### config.mk
export PLATFORM = sky130hd
export DESIGN_NAME = fetch_stage
export DESIGN_NICKNAME = d
export VERILOG_FILES = /design/src/rtl/fetch_stage.sv
export SDC_FILE = /design/constraint.sdc
export NUM_CORES = 1
export LEC_CHECK = 0
export CAP_MARGIN = 20
export CORE_UTILIZATION = 54
export DETAILED_ROUTE_END_ITERATION = 8
export GPL_TIMING_DRIVEN = 0
export PLACE_DENSITY = 0.8
export SKIP_LAST_GASP = 1
export SLEW_MARGIN = 10
export SYNTH_ARGS = -nofsm -noshare
export SYNTH_HDL_FRONTEND = slang
export SYNTH_SLANG_ARGS = --single-unit
### constraint.sdc
create_clock -name clock -period 6.75 [get_ports clock]
set_clock_uncertainty 0.15 [all_clocks]
set_input_delay 1.35 -clock clock [delete_from_list [all_inputs] [get_ports clock]]
set_output_delay 1.35 -clock clock [all_outputs]
set_load 0.01 [all_outputs]
### src/rtl/fetch_stage.sv
// fetch_stage: single-issue instruction fetch stage.
//
// Holds the fetch PC, issues one I-cache request at a time and buffers each
// response in a small FIFO together with the branch prediction for its PC.
// A squash from the branch unit redirects the PC and flushes the FIFO.
//
// Ports:
//   clock, reset                   clock and synchronous active-high reset
//   squash, squash_pc              mispredict redirect and its target
//   fetch_pc                       current PC to the branch predictor
//   predict_direction, predict_pc  predictor answer for fetch_pc
//   icache_req/addr/gnt            request handshake (addr = current PC)
//   icache_valid, icache_inst      response from the I-cache
//   fq_pop                         dispatch consumes the head entry
//   fq_valid/pc/inst/pred_*        head entry of the fetch queue
//   fq_count                       fetch-queue occupancy
module fetch_stage #(
    parameter int unsigned     XLEN     = 32,
    parameter int unsigned     FQ_DEPTH = 4,
    parameter logic [XLEN-1:0] RESET_PC = '0
) (
    input  logic                        clock,
    input  logic                        reset,
    input  logic                        squash,
    input  logic [XLEN-1:0]             squash_pc,
    output logic [XLEN-1:0]             fetch_pc,
    input  logic                        predict_direction,
    input  logic [XLEN-1:0]             predict_pc,
    output logic                        icache_req,
    output logic [XLEN-1:0]             icache_addr,
    input  logic                        icache_gnt,
    input  logic                        icache_valid,
    input  logic [31:0]                 icache_inst,
    input  logic                        fq_pop,
    output logic                        fq_valid,
    output logic [XLEN-1:0]             fq_pc,
    output logic [31:0]                 fq_inst,
    output logic                        fq_pred_taken,
    output logic [XLEN-1:0]             fq_pred_target,
    output logic [$clog2(FQ_DEPTH):0]   fq_count
);

    localparam int unsigned PtrW = $clog2(FQ_DEPTH);
    localparam int unsigned CntW = PtrW + 1;

    typedef enum logic [1:0] {StReq, StWait, StDrop} state_e;

    state_e            state_q;
    logic [XLEN-1:0]   pc_q;
    logic [PtrW-1:0]   head_q;
    logic [PtrW-1:0]   tail_q;
    logic [CntW-1:0]   count_q;

    logic [XLEN-1:0]   mem_pc     [FQ_DEPTH];
    logic [31:0]       mem_inst   [FQ_DEPTH];
    logic              mem_taken  [FQ_DEPTH];
    logic [XLEN-1:0]   mem_target [FQ_DEPTH];

    logic not_full;
    logic push;
    logic pop;

    assign not_full = count_q < CntW'(FQ_DEPTH);
    // Gated by reset so no request leaves while the FSM is being reset.
    assign icache_req = (state_q == StReq) && !squash && not_full && !reset;
    assign push       = (state_q == StWait) && icache_valid && !squash;
    assign pop        = fq_pop && (count_q != '0) && !squash;

    assign fetch_pc    = pc_q;
    assign icache_addr = pc_q;

    always_ff @(posedge clock) begin
        if (reset) begin
            state_q <= StReq;
            pc_q    <= RESET_PC;
            head_q  <= '0;
            tail_q  <= '0;
            count_q <= '0;
        end else if (squash) begin
            pc_q    <= squash_pc;
            head_q  <= '0;
            tail_q  <= '0;
            count_q <= '0;
            // An outstanding request must have its response dropped.
            unique case (state_q)
                StReq:   state_q <= StReq;
                StWait:  state_q <= icache_valid ? StReq : StDrop;
                StDrop:  state_q <= icache_valid ? StReq : StDrop;
                default: state_q <= StReq;
            endcase
        end else begin
            if (push) tail_q <= tail_q + PtrW'(1);
            if (pop)  head_q <= head_q + PtrW'(1);
            unique case ({push, pop})
                2'b10:   count_q <= count_q + CntW'(1);
                2'b01:   count_q <= count_q - CntW'(1);
                default: count_q <= count_q;
            endcase
            unique case (state_q)
                StReq: begin
                    if (icache_req && icache_gnt) state_q <= StWait;
                end
                StWait: begin
                    if (icache_valid) begin
                        pc_q    <= predict_direction ? predict_pc : pc_q + XLEN'(4);
                        state_q <= StReq;
                    end
                end
                StDrop: begin
                    if (icache_valid) state_q <= StReq;
                end
                default: state_q <= StReq;
            endcase
        end
    end

    // Storage needs no reset: fields are only visible while fq_valid is set.
    always_ff @(posedge clock) begin
        if (push) begin
            mem_pc[tail_q]     <= pc_q;
            mem_inst[tail_q]   <= icache_inst;
            mem_taken[tail_q]  <= predict_direction;
            mem_target[tail_q] <= predict_direction ? predict_pc : '0;
        end
    end

    assign fq_count       = count_q;
    assign fq_valid       = count_q != '0;
    assign fq_pc          = fq_valid ? mem_pc[head_q]     : '0;
    assign fq_inst        = fq_valid ? mem_inst[head_q]   : '0;
    assign fq_pred_taken  = fq_valid ? mem_taken[head_q]  : 1'b0;
    assign fq_pred_target = fq_valid ? mem_target[head_q] : '0;

endmodule

==> qor.csv <==
metric,value,unit
sequential element share of the synthesized area,69.2,%
f_max,0.205,GHz
Slew @ Worst Pin,0.829,ns
DIE HEIGHT,185,µm
worst r2r src,state_q[1],
first-pass GRT wire length,63800,µm
share of cells above drive strength 1,17.7,%
I/O Pins,269,
total CTS buffers,42,
flop2flop setup slack,3.37,ns
Area Growth Syn to Fin,26.6,%
Post-CTS Setup Inserts,0,
core area,32700,µm²
FF+latch area,12500,µm²
Fin Hold WS,0.375,ns
unrepaired setup endpoints after global routing,false,
Resize count post-CTS,0,
First DRT Iteration DRCs,1016,
Syn Area/Cell,17.0,µm²
Sinks on Clock Net,431,
CTS Hold Buffers Added,0,
final critical-path required period,4.89,ns
CP startpoint kind,flip-flop,
DRT Pass-1 Iters,5,
routed vias,10880,
Die ar.,34200,µm²
Syn Std Cell Area,18100,µm²
Final period util,72.4,%
crit-path max FO,10,
Setup crit end,fq_pred_target[19],
H-tree levels,2,
clock slew at reported path FFs,0.06,ns
CP Data Required Time,5.25,ns
CP Launch Point,fq_count[2],
Static Leak,7.52,nW
Hold Fails Final Rpt,0,
drc violations,0,
fillers,2198,
WL/cell,23.5,µm
crit end category,output port,
vias in the first global route,10755,
die width,185,µm
placed wire-length estimate,28800,µm
Netlist cell types,62,
CP arrival,3.39,ns
Initial Util,55.3,%
"Primary FF master, synth",edfxtp_1,
Mapped Nets,1174,
Multi-input gate area,4940,µm²
largest net degree at the start of global routing,53,
outcome,finished clean,
critical path class,reg -> out,
Worst R2R End,mem_target[1][31],
pre-CTS setup slack,2.14,ns
CTS tree,done,
final setup fails,0,
Via density,5.87,
initial antenna violation count,5,
Slew headroom,44.7,%
Placer Congestion,0.870,
hold crit path type,reg -> reg,
grt total ovfl,0,
IO buf count,266,
Reg2Reg Depth,9,
Final #Nets,1490,
Gate Count Post-Synth,1062,
final wirelength,43500,µm
Post-synth EDFFs,388,
max cap viols,0,
all-layer global routing usage,25.5,%
clk_lat worst skew,0.54,ns
pwr dens,246,nW/µm²
Peak supply drop,0.234,mV
worst setup margin,1.86,ns
CTS max path bufs,3,
Row Count,66,
Ys Warns,0,
Slew Limit Fails,0,
Root Buffer,clkbuf_16,
Detail Route Antenna Nets,0,
Synth Register Bits,431,
"FFs w/ async S/R, synth",0,%
==> flip-flops by register name, indices dropped and copies added, names as in the netlist, named ones only <==
| name | flops |
|---|---|
| fq_count | 3 |
| state_q | 2 |
| mem_pc | 128 |
| mem_target | 128 |
| mem_inst | 128 |
| head_q | 2 |
| mem_taken | 4 |
| fetch_pc | 32 |
| tail_q | 2 |
==> power by group <==
group          internal [mW]  switching (mW)  total [mW]
registers               2.92          0.0421        2.96
clock network           1.44           0.963        2.41
logic                  0.142           0.117       0.259
==> critical path, stage by stage, from the launching register on <==
cell             delay (ns)
dfxtp_1                0.45
or3_1                  0.15
clkbuf_1               0.61
clkbuf_1               0.45
clkbuf_1               0.35
and2_1                 0.21
clkdlybuf4s50_1        0.62
==> kinds of logic (layout without fill, tap and decap cells) <==
group | Yosys count | in the layout | synth area share, %
flip-flops | 431 | 431 | 69.2
AND/OR/NAND/NOR | 263 | 263 | 8.67
buffers and inverters | 124 | 472 | 3.60
multiplexers | 114 | 114 | 13.1
AO/OA/AOI/OAI | 112 | 112 | 4.36
adder cells (fa/ha/maj) | 9 | 9 | 0.664
XOR/XNOR | 9 | 9 | 0.436
other | 0 | 3 | 0
==> per-layer routing <==
layer  wire, µm  up-vias  part of all wire, %  GRT usage, %
met3       3830      103                  8.8          6.33
li1           -     4789                    -             -
met2      21000      536                   48          41.3
met5         27        -                0.062             0
met4       1400        4                  3.2          8.53
met1      17300     5448                   40          34.0
==> cell type report <==
cell class                      instances  area share [%]
Antenna cell                            3          0.0328
Sequential cell                       431            54.7
Clock buffer                           53            5.05
Timing Repair Buffer                  272            12.3
Inverter                               22           0.361
Buffer                                102            2.48
Clock inverter                         23            1.19
Tap cell                              442            2.42
Multi-Input combinational cell        507            21.6
==> cells in the mapped netlist, drive strengths merged, types with 11 or more instances <==
cell type,count,area [µm²]
and3,12,75.1
nand4,11,98.8
dfxtp,43,861
edfxtp,388,11700
a21oi,26,130
o21ai,15,75.1
clkbuf,34,128
nor3,12,60.1
and2,132,826
and4,13,115
buf,68,440
nand2,17,63.8
inv,22,82.6
mux4,97,2180
nor2,34,128
==> per-stage QoR <==
stage | utilization [%] | instance area [µm²] | power [mW] | cells | setup TNS (ns)
after floorplan | - | 18100 | 3.10 | 1062 | 0
after global placement | 65.1 | 21300 | 3.27 | 1770 | -277.38
after detailed placement | 65.6 | 21500 | 3.27 | 1775 | 0
after CTS | 70.0 | 22900 | 5.66 | 1851 | 0
after global routing | 70.0 | 22900 | 5.77 | 1853 | 0
final | 70.0 | 22900 | 5.63 | 1855 | 0
==> worst min-delay path by stage <==
stage / startpoint / depth (start not counted) / to
2_1_floorplan: tail_q[1] / 2 / tail_q[1]
3_3_place_gp: tail_q[1] / 2 / tail_q[1]
3_5_place_dp: tail_q[1] / 2 / tail_q[1]
4_1_cts: state_q[1] / 2 / state_q[1]
5_1_grt: state_q[1] / 2 / state_q[1]
6_report: state_q[1] / 2 / state_q[1]
==> layout by cell type, fill, tap and decap left out, types with 6 or more instances in the layout <==
master             n
o21ai_0           15
and3_1             8
buf_4             36
buf_2             28
and2_1           131
clkdlybuf4s50_1  266
nand2_1           17
nand4_1            9
nor2_1            34
a21oi_1           26
mux2i_1           10
a311oi_1           8
mux2_2             7
edfxtp_1         388
clkbuf_16         45
ha_1               8
o211ai_1           9
clkbuf_1          42
inv_1             21
and4_1            12
clkinv_2           7
bufinv_16          6
dfxtp_1           43
a211oi_1           7
mux4_2            97
nor3_1            12
nand3_1           10
No activity file was read; power rests on OpenSTA's default activity.
